### config.mk
export PLATFORM = sky130hd
export DESIGN_NAME = hazard_controller
export DESIGN_NICKNAME = d
export VERILOG_FILES = /design/src/rtl/hazard_controller.sv
export SDC_FILE = /design/constraint.sdc
export NUM_CORES = 1
export LEC_CHECK = 0
export CORE_MARGIN = 2
export CORE_UTILIZATION = 39
export CTS_BUF_LIST = sky130_fd_sc_hd__clkbuf_4 sky130_fd_sc_hd__clkbuf_8 sky130_fd_sc_hd__clkbuf_16
export CTS_CLUSTER_SIZE = 20
export DETAILED_ROUTE_END_ITERATION = 10
export GPL_ROUTABILITY_DRIVEN = 0
export PLACE_DENSITY_LB_ADDON = 0.05
export RECOVER_POWER = 100
export SLEW_MARGIN = 40
export SYNTH_ARGS = -nofsm -noshare
export SYNTH_HDL_FRONTEND = slang
export SYNTH_SLANG_ARGS = --single-unit
### constraint.sdc
create_clock -name clk -period 3.5 [get_ports clk]
set_input_delay 1.05 -clock clk [delete_from_list [all_inputs] [get_ports clk]]
set_output_delay 1.05 -clock clk [all_outputs]
set_load 0.02 [all_outputs]
### src/rtl/hazard_controller.sv
// Hazard sequencer for the 5-stage core: load-use bubbles, taken-branch flushes,
// data-memory wait freezes, and a saturating stall-cycle counter.
module hazard_controller #(
    parameter int LU_BUBBLES   = 1,
    parameter int FLUSH_CYCLES = 1,
    parameter int CNT_W        = 16
) (
    input  logic             clk,
    input  logic             reset,
    input  logic [4:0]       rs1_id,
    input  logic [4:0]       rs2_id,
    input  logic             rs1_used,
    input  logic             rs2_used,
    input  logic [4:0]       rd_ex,
    input  logic             mem_read_ex,
    input  logic             branch_taken_ex,
    input  logic             dmem_busy,
    output logic             pc_write,
    output logic             if_id_write,
    output logic             control_sel,
    output logic             if_id_flush,
    output logic             pipe_hold,
    output logic [CNT_W-1:0] stall_count
);

    localparam int MAXP   = (LU_BUBBLES > FLUSH_CYCLES) ? LU_BUBBLES : FLUSH_CYCLES;
    localparam int CNTR_W = (MAXP > 2) ? $clog2(MAXP) : 1;

    localparam logic [CNTR_W-1:0] LU_LOAD = (LU_BUBBLES > 1) ? CNTR_W'(LU_BUBBLES - 2) : '0;
    localparam logic [CNTR_W-1:0] FL_LOAD = (FLUSH_CYCLES > 1) ? CNTR_W'(FLUSH_CYCLES - 2) : '0;
    localparam logic [CNT_W-1:0]  SAT     = '1;

    typedef enum logic [1:0] {
        RUN      = 2'd0,
        LU_STALL = 2'd1,
        FLUSH    = 2'd2
    } state_t;

    state_t            state_q, state_d;
    logic [CNTR_W-1:0] cnt_q, cnt_d;
    logic [CNT_W-1:0]  stall_count_q, stall_count_d;
    logic              load_use;

    // x0 is hardwired zero, so a load targeting it never creates a dependency
    assign load_use = mem_read_ex && (rd_ex != 5'd0) &&
                      ((rs1_used && (rs1_id == rd_ex)) || (rs2_used && (rs2_id == rd_ex)));

    always_ff @(posedge clk) begin
        if (reset) begin
            state_q       <= RUN;
            cnt_q         <= '0;
            stall_count_q <= '0;
        end else begin
            state_q       <= state_d;
            cnt_q         <= cnt_d;
            stall_count_q <= stall_count_d;
        end
    end

    always_comb begin
        state_d     = state_q;
        cnt_d       = cnt_q;
        pc_write    = 1'b1;
        if_id_write = 1'b1;
        control_sel = 1'b0;
        if_id_flush = 1'b0;
        pipe_hold   = 1'b0;

        if (reset) begin
            pc_write    = 1'b0;
            if_id_write = 1'b0;
            control_sel = 1'b1;
            if_id_flush = 1'b1;
            state_d     = RUN;
            cnt_d       = '0;
        end else if (dmem_busy) begin
            pc_write    = 1'b0;
            if_id_write = 1'b0;
            pipe_hold   = 1'b1;
        end else if (branch_taken_ex) begin
            // Taken branch wins over any pending load-use bubble and restarts a flush
            control_sel = 1'b1;
            if_id_flush = 1'b1;
            state_d     = (FLUSH_CYCLES > 1) ? FLUSH : RUN;
            cnt_d       = FL_LOAD;
        end else begin
            unique case (state_q)
                RUN: begin
                    if (load_use) begin
                        pc_write    = 1'b0;
                        if_id_write = 1'b0;
                        control_sel = 1'b1;
                        state_d     = (LU_BUBBLES > 1) ? LU_STALL : RUN;
                        cnt_d       = LU_LOAD;
                    end
                end
                LU_STALL: begin
                    pc_write    = 1'b0;
                    if_id_write = 1'b0;
                    control_sel = 1'b1;
                    if (cnt_q == '0) state_d = RUN;
                    else             cnt_d   = cnt_q - 1'b1;
                end
                FLUSH: begin
                    control_sel = 1'b1;
                    if_id_flush = 1'b1;
                    if (cnt_q == '0) state_d = RUN;
                    else             cnt_d   = cnt_q - 1'b1;
                end
                default: begin
                    state_d = RUN;
                    cnt_d   = '0;
                end
            endcase
        end

        stall_count_d = stall_count_q;
        if (!pc_write && (stall_count_q != SAT)) stall_count_d = stall_count_q + 1'b1;
    end

    assign stall_count = stall_count_q;

endmodule

# == After elaboration in Yosys (flattened, before gate mapping) ==
# Cells that the tools add are included.
# totals
elab_cells,49
mem_bits_ro,0
inputBits,22
ff_bits,19
n_memories,0
mem_bits_rw,0
output_inout_bits,21
latch_bits,0
# op_classes
muxes,24
reduce_logical,12
magnitude_cmp,0
n_shift,0
n_mul,0
addsub,2
bitwise_logic,1
eq_ne,7
div,0
# op_table
operator,n
two-way mux 1 bit,17
adder 16 x 1 -> 16 bit (second input constant),1
inequality test 16 bit (second input constant),1
== test 5 bit,2
two-way mux 2 bit,3
inequality test 3 bit (second input constant),2
one-hot mux 1 bit (2 select lines),3
logical AND 1 bit,5
nonzero test 5 bit,1
one-hot mux 2 bit (2 select lines),1
AND reduction 3 bit,1
== test 2 x 1 -> 1 bit (second input constant),1
== test 2 bit (second input constant),1
logical NOT 2 bit,1
AND reduction 2 bit,1
OR reduction 2 bit,1
logical NOT 1 bit,1
logical OR 1 bit,1
NOT 1 bit,1
subtractor 1 bit (second input constant),1

# == Depth between registers and ports, before layout ==
# Gate-level depths: netlist (run 1).
# depth
ltp_word,11
ltp_mapped,8
depth_no_buf,7

# == Worst setup path before layout (run 1) ==
# No wires, ideal clock.
# synth_path
kind,input to output
from,input port rd_ex[1]
to,output port pc_write
stages,7
path_buffers,2
t_required_ns,2.450
arrival_time_ns,2.526
slack_ns,-0.076
cell_sequence,or4_1 o21ai_2 nor2_2 a211o_4 inv_6 buf_8 buf_4
# synth_via
elab_chain_cells,9
word_cells_on_any_way,13
cone_classes,eq/ne (2); mux (5); reduce/logical (6)
# synth_lines
element,line_no,rtl
"start, declared",14,"input logic [4:0] rd_ex,"
== test 5 bit,46,((rs1_used && (rs1_id == rd_ex)) || (rs2_used && (rs2_id == rd_ex)));
logical AND 1 bit,46,
logical OR 1 bit,46,
logical AND 1 bit *,45,assign load_use = mem_read_ex && (rd_ex != 5'd0) &&
two-way mux 1 bit *,--,
one-hot mux 1 bit (2 select lines) *,--,
two-way mux 1 bit * (3 in a row),--,
"end, declared",18,"output logic pc_write,"
# Mark *: on every way between the ends. The rest lies on a longest branch, timed or not.

# == Worst setup path in the final report (run 1) ==
# layout_path
from,input port rd_ex[4]
to,output port if_id_write
# layout_via
elab_chain_cells,9
word_cells_on_any_way,13
cone_classes,eq/ne (2); mux (5); reduce/logical (6)
# layout_lines
element,line_no,rtl
== test 5 bit,46,
logical AND 1 bit,46,
logical OR 1 bit,46,
logical AND 1 bit *,45,
two-way mux 1 bit *,89,if (load_use) begin
one-hot mux 1 bit (2 select lines) *,87,unique case (state_q)
two-way mux 1 bit *,80,end else if (branch_taken_ex) begin
two-way mux 1 bit *,76,end else if (dmem_busy) begin
two-way mux 1 bit *,69,if (reset) begin
"end, declared",19,"output logic if_id_write,"
# Marked as above.

==> results.py, run 1 <==
metrics = {
    "setup_path": {
        "cpPeakStageDelay_ps": 540,
        "crit_path_cell_trace": "buf_6 -> or4_4 -> o21ai_4 -> nor2_2 -> a211o_4 -> inv_6 -> buf_6",
        "crit_arrival_ps": 2470,
        "cp-start-kind": "primary input",
        "setup.worst_path.class": "primary input to output port",
        "r2r_cells": 6,
        "crit_path_frequent_cell": "buf_6",
        "timing.rr.start": "stall_count[0]",
        "rrSetupSlack_ps": 1500,
        "crit_path_end_kind": "output port",
        "r2r-end": "stall_count[8]",
        "cp_max_fo": 4,
        "required_ps": 2450,
        "slowest_stage": "or4_4",
    },
    "global_routing": {
        "antenna_found_initial": 0,
        "grt_start_max_net_pins": 24,
        "grt_pass1_wl_mm": 5.06,
        "grt-ovfl-total": 0,
        "grt_pass1_vias": 1100,
        "grt.total_usage_pct": 19.2,
    },
    "run": {
        "cap_violations": 0,
    },
    "power_and_ir_drop": {
        "peakVddDrop_v": 0.000193,
        "internal-power_uw": 300,
        "power_frac_comb_pct": 23.3,
        "p_total_uw": 413,
        "p_leak_nw": 0.702,
        "switching_power_uw": 113,
        "seq_power_share_pct": 45.7,
        "swShare_pct": 27.4,
        "power_density_nw_per_um2": 246,
        "clkPwrFrac_pct": 30.9,
    },
    "die": {
        "rows": 19,
        "die_x_um": 57.7,
        "initial_core_util_pct": 40.8,
        "pin_count": 43,
        "dieArea_um2": 3330,
        "die_h_um": 57.7,
        "core_um2": 2760,
    },
    "status": {
        "outcome": "finished, violations left",
        "violations": "setup timing",
    },
    "cts": {
        "clkLatencyLatePin_ps": 300,
        "h-tree-depth": 1,
        "clk_pin_slew_ps": 110,
        "clock_sinks": 16,
        "cts_tree": "done",
        "clock_tree.root_cell": "clkbuf_4",
        "cts_buffer_depth": 2,
        "cts-hold-fix-buffers": 0,
        "cts_buffers": 3,
    },
    "route": {
        "drt_wl_total_mm": 3.00,
        "wire_per_inst_um": 14.0,
        "dr.pass1.iters": 4,
        "vias_per_cell": 5.56,
        "drc": 0,
        "antenna_left": 0,
        "route.vias.total": 1196,
        "drt_iter0_markers": 29,
    },
    "sta": {
        "rsz0062_at_grt": "yes",
        "finalCritPeriodShare_pct": 100,
        "setup_slack_ps": -17.0,
        "hold_viol_final": 0,
        "clock_skew_ps": 8.45,
        "setup_viol": 2,
        "max_freq_mhz": 284,
        "tightest_slew_ps": 432,
        "fin_setup_tns_ps": -33.9,
        "slew_viol_final": 0,
        "maxSlewHeadroom_pct": 71.0,
        "period_needed_ps": 3520,
    },
    "synth": {
        "ys_types": 39,
        "syn_nets": 151,
        "syn_area_um2": 1120,
        "synth_top_area_share_pct": 28.5,
        "ys_seq_area_share_pct": 28.5,
        "avgSynthCellArea_um2": 8.79,
        "yosys-top-cells-area": "dfxtp_1 28%, xnor2_1 7.8%, a21oi_2 5.5%",
        "yosys_warnings": 0,
        "postSynthCellCount": 128,
        "synth-seq-cells": 16,
        "synth_area_leader_cell": "dfxtp_1",
    },
    "cells_and_area": {
        "final_area_um2": 1680,
        "antenna_cells": 0,
        "drive_above_1_share_pct": 24.5,
        "syn2layout_area_growth_pct": 49.5,
        "fin_nets": 208,
        "stdcell_count": 215,
        "largest_reg_flops": 16,
    },
    "placed_design": {
        "portBuffers": 42,
        "dp_hpwl_mm": 2.22,
        "placed_area_um2": 1640,
        "dp_cells": 208,
        "dp_slack_ps": -862,
    },
    "min_path": {
        "hold_end": "stall_count[4]",
        "min_path_cells": 2,
        "hp-start": "stall_count[4]",
        "holdCritPathClass": "flop to flop",
    },
}
==> through the flow <==
step / hold WS [ps] / util (%)
floorplan: 567 / -
global placement: 489 / 59.6
detailed placement: 497 / 59.6
CTS: 516 / 61.1
global route: 541 / 61.0
finish: 514 / 61.0
==> power groups by stage <==
stage	registers [mW]	logic [mW]	clock network, mW
3_5_place_dp	0.193	0.0988	0
2_1_floorplan	0.196	0.0412	0
5_1_grt	0.190	0.104	0.138
4_1_cts	0.189	0.0971	0.130
3_3_place_gp	0.193	0.0964	0
6_report	0.189	0.0964	0.128
==> layout by cell type, fill, tap and decap left out, types with 2 or more instances in the layout <==
| master | count |
|---|---|
| dfxtp_1 | 16 |
| nor3_1 | 2 |
| clkbuf_1 | 3 |
| clkbuf_4 | 3 |
| nand3_1 | 9 |
| mux2_1 | 2 |
| or3_1 | 2 |
| clkdlybuf4s50_1 | 7 |
| dlygate4sd2_1 | 9 |
| inv_1 | 3 |
| nor2b_1 | 6 |
| a21oi_1 | 5 |
| nand4_1 | 7 |
| buf_4 | 13 |
| or4_1 | 6 |
| and3_1 | 7 |
| mux2_4 | 4 |
| nand2_1 | 5 |
| o21ai_0 | 2 |
| nor2_1 | 7 |
| xnor2_1 | 9 |
| dlygate4sd3_1 | 17 |
| buf_2 | 2 |
| a21oi_2 | 6 |
| o31ai_1 | 6 |
| buf_6 | 4 |
==> cell families (layout without fill, tap and decap cells) <==
kind of cell,count (synthesis),count (layout),synth area share (%)
xor gates and xnor gates,10,10,7.79
adders and majority gates,1,1,1.11
and+or+nand+nor,58,58,31.6
DFF,16,16,28.5
muxes,6,6,7.34
buffers and inverters,10,66,5.23
AOI/OAI and AO/OA,27,27,18.5
==> worst max path at each step <==
| stage | startpoint | endpoint | cells past startpoint |
|---|---|---|---|
| after detailed placement | rd_ex[1] | if_id_write | 7 |
| final | rd_ex[4] | if_id_write | 7 |
| after global placement | rd_ex[3] | if_id_write | 7 |
| after global routing | rd_ex[1] | if_id_write | 7 |
| after floorplan | rd_ex[1] | pc_write | 7 |
| after CTS | rd_ex[4] | if_id_write | 7 |
==> metal layers <==
layer  vias to the layer above  part of all wire (%)  track usage (%)
met5                         -                     0                0
met2                        36                    47             30.5
li1                        590                     -                -
met3                         5                   6.3             4.02
met1                       565                    46             26.2
met4                         0                   1.0             5.98
==> critical path: cells and delay by family <==
kind            cells  cell delay, ps
compound gates      2             510
buf+inv             3             280
simple gates        2             610
==> cell type report <==
| cell class | instances | area (um2) |
|---|---|---|
| multi-input combinational | 102 | 756 |
| inverter | 5 | 23.8 |
| timing repair buffer | 57 | 507 |
| clock buffer | 4 | 36.3 |
| sequential | 16 | 320 |
| tap | 31 | 38.8 |
| fill | 259 | 1080 |
==> cells in the mapped netlist (all sizes together) <==
| library cell | instances |
|---|---|
| a211o | 1 |
| a21o | 1 |
| a21oi | 11 |
| a41o | 1 |
| and3 | 7 |
| and4 | 1 |
| buf | 3 |
| clkbuf | 2 |
| clkinv | 1 |
| dfxtp | 16 |
| ha | 1 |
| inv | 4 |
| mux2 | 6 |
| nand2 | 5 |
| nand3 | 9 |
| nand4 | 7 |
| nor2 | 9 |
| nor2b | 6 |
| nor3 | 2 |
| nor3b | 1 |
| nor4 | 1 |
| o2111ai | 1 |
| o21a | 1 |
| o21ai | 4 |
| o22ai | 1 |
| o31ai | 6 |
| or2 | 1 |
| or3 | 2 |
| or4 | 7 |
| xnor2 | 10 |
==> timing repair <==
| item | 4_1_cts | 5_1_grt |
|---|---|---|
| resized for setup | 43 | 5 |
| endpoints found under the setup margin | 4 | 4 |
| pin swaps | 8 | 5 |
| setup buffers | 2 | 1 |
No activity file was read; power rests on OpenSTA's default activity.
==> inputs of run 2 (changes only) <==
--- a/config.mk
+++ b/config.mk
@@ -6,7 +6,7 @@
 export NUM_CORES = 1
 export LEC_CHECK = 0
 export CORE_MARGIN = 2
-export CORE_UTILIZATION = 39
+export CORE_UTILIZATION = 43
 export CTS_BUF_LIST = sky130_fd_sc_hd__clkbuf_4 sky130_fd_sc_hd__clkbuf_8 sky130_fd_sc_hd__clkbuf_16
 export CTS_CLUSTER_SIZE = 20
 export DETAILED_ROUTE_END_ITERATION = 10
==> constraint.sdc (replaced) <==
create_clock -name clk -period 3.25 [get_ports clk]
set_input_delay 0.975 -clock clk [delete_from_list [all_inputs] [get_ports clk]]
set_output_delay 0.975 -clock clk [all_outputs]
set_load 0.02 [all_outputs]
==> run 2 against run 1 <==
The flow still finishes with violations (setup timing). Clock-buffer cell count stayed put. Sequential share of layout area decreased by 0.36 points. Die area down 8.7%. Global-route usage increased by 2.6 points. Routed wire length is 3.1% higher. Non-clock buffer count down 1. Clock power rose by 5%. Combinational power up 10%. Worst setup slack lost 72 ps. Critical path type unchanged.
==> results.py, run 2 (synthesis results as in run 1) <==
metrics = {
    "setup_path": {
        "cp_max_fo": 4,
        "crit_path_cell_trace": "buf_6 -> or4_4 -> o21ai_4 -> nor2_2 -> a211o_4 -> inv_6 -> buf_6",
        "cp-start-kind": "primary input",
        "path_buf_inv": 3,
        "slowest_stage": "or4_4",
        "path_delay_family": "simple AND/OR/NAND/NOR gates",
        "crit_path_end_kind": "output port",
        "rrSetupSlack_ps": 1230,
        "cpPeakStageDelay_ps": 540,
        "timing.rr.start": "stall_count[0]",
        "crit_arrival_ps": 2360,
        "setup.worst_path.class": "primary input to output port",
        "r2r-end": "stall_count[13]",
        "required_ps": 2270,
        "crit_path_frequent_cell": "buf_6",
        "r2r_cells": 6,
    },
    "global_routing": {
        "grt_start_max_net_pins": 24,
        "grt_pass1_vias": 1112,
        "grt.total_usage_pct": 21.8,
        "grt_pass1_wl_mm": 4.78,
        "grt-ovfl-total": 0,
        "antenna_found_initial": 0,
    },
    "cells_and_area": {
        "seqCellArea_um2": 320,
        "final_cell_mix": "16 x dlygate4sd3_1, 16 x dfxtp_1, 13 x buf_4",
        "fin_util_pct": 69.2,
        "antenna_cells": 0,
        "fin_nets": 207,
        "fillers": 217,
        "drive_above_1_share_pct": 26.2,
        "syn2layout_area_growth_pct": 52.4,
        "multiInputGateArea_um2": 769,
        "largest_reg_flops": 16,
    },
    "min_path": {
        "hold_end": "stall_count[4]",
        "holdCritPathClass": "flop to flop",
        "hp-start": "stall_count[4]",
        "min_path_cells": 2,
    },
    "sta": {
        "setup_viol": 3,
        "hold_viol_final": 0,
        "period_needed_ps": 3340,
        "maxSlewHeadroom_pct": 71.3,
        "rsz0062_at_grt": "yes",
        "tightest_slew_ps": 429,
        "max_freq_mhz": 300,
        "setup_slack_ps": -88.5,
        "slew_viol_final": 0,
        "clock_skew_ps": 7.84,
        "finalCritPeriodShare_pct": 103,
    },
    "power_and_ir_drop": {
        "power_density_nw_per_um2": 259,
        "p_total_uw": 444,
        "p_leak_nw": 0.737,
        "peakVddDrop_v": 0.000230,
    },
    "route": {
        "drt_wl_total_mm": 3.10,
        "antenna_left": 0,
        "wire_per_inst_um": 14.5,
        "dr.pass1.iters": 4,
        "vias_per_cell": 5.63,
        "drc": 0,
        "drt_iter0_markers": 15,
        "route.vias.total": 1200,
    },
    "die": {
        "initial_core_util_pct": 45.4,
        "pin_count": 43,
        "dieArea_um2": 3040,
        "core_um2": 2480,
        "die_x_um": 55.1,
        "rows": 18,
        "die_h_um": 55.1,
    },
    "cts": {
        "cts-hold-fix-buffers": 0,
        "clkLatencyLatePin_ps": 290,
        "h-tree-depth": 1,
        "cts_buffer_depth": 2,
        "clk_pin_slew_ps": 100,
        "cts_tree": "done",
        "clock_tree.root_cell": "clkbuf_4",
        "clock_sinks": 16,
        "cts_buffers": 3,
    },
    "run": {
        "cap_violations": 0,
    },
    "status": {
        "violations": "setup timing",
        "outcome": "finished, violations left",
    },
    "placed_design": {
        "dp_hpwl_mm": 2.29,
        "portBuffers": 42,
    },
}
## run 2: cell count changes in the layout (fill, tap and decap cells not counted), sizes merged
cell          previous run  this run
buf                     19        20
clkbuf                   7         4
dlymetal6s2s             1         3
dlygate4sd3             17        16
## run 2: timing repair
item,in CTS,in global routing
setup buffers,2,1
setup endpoints to repair,5,3
resized for setup,46,5
pin swaps,9,5
## run 2: layout make-up
class | instances | share of cell area, %
clock buffer | 4 | 2.12
inverter | 5 | 1.39
timing repair buffer | 56 | 30.7
multi-input combinational | 102 | 44.9
sequential | 16 | 18.7
tap | 30 | 2.19
## run 2: worst register-to-register path, delay by kind of cell (launching register included)
| kind | cells | cell delay [ps] |
|---|---|---|
| DFF | 1 | 440 |
| adders and majority gates | 1 | 260 |
| and+or+nand+nor | 4 | 910 |
| muxes | 1 | 310 |
## run 2: worst max path at each step
stage / from / end / slack (ps) / depth (start not counted)
after global placement: rd_ex[1] / pc_write / -930 / 7
after global routing: rd_ex[1] / pc_write / -120 / 7
after detailed placement: rd_ex[1] / if_id_write / -940 / 7
final: rd_ex[4] / if_id_write / -90 / 7
after floorplan: rd_ex[1] / pc_write / -150 / 7
after CTS: rd_ex[4] / if_id_write / -120 / 7
## run 2: metal layers
metal	wire length (um)	vias to the layer above	track usage, %
met3	224	6	4.03
met5	0	-	0
met4	55	0	9.76
met1	1380	548	25.3
li1	-	594	-
met2	1440	52	38.7
## run 2: where the power goes
group          internal (mW)  leakage [nW]  switching [mW]
combinational         0.0576         0.586          0.0480
sequential             0.199         0.129         0.00454
clock                 0.0682        0.0210          0.0666
## run 2: per-stage QoR
| step | TNS, ps | cells | hold WS (ps) | area [um2] | worst slack [ps] |
|---|---|---|---|---|---|
| after floorplan | -182 | 128 | 567 | 1130 | -151 |
| after global placement | -2750 | 206 | 487 | 1630 | -927 |
| after detailed placement | -3280 | 206 | 493 | 1630 | -938 |
| after CTS | -234 | 212 | 517 | 1690 | -117 |
| after global routing | -319 | 213 | 547 | 1710 | -120 |
| final | -230 | 213 | 513 | 1710 | -88.5 |
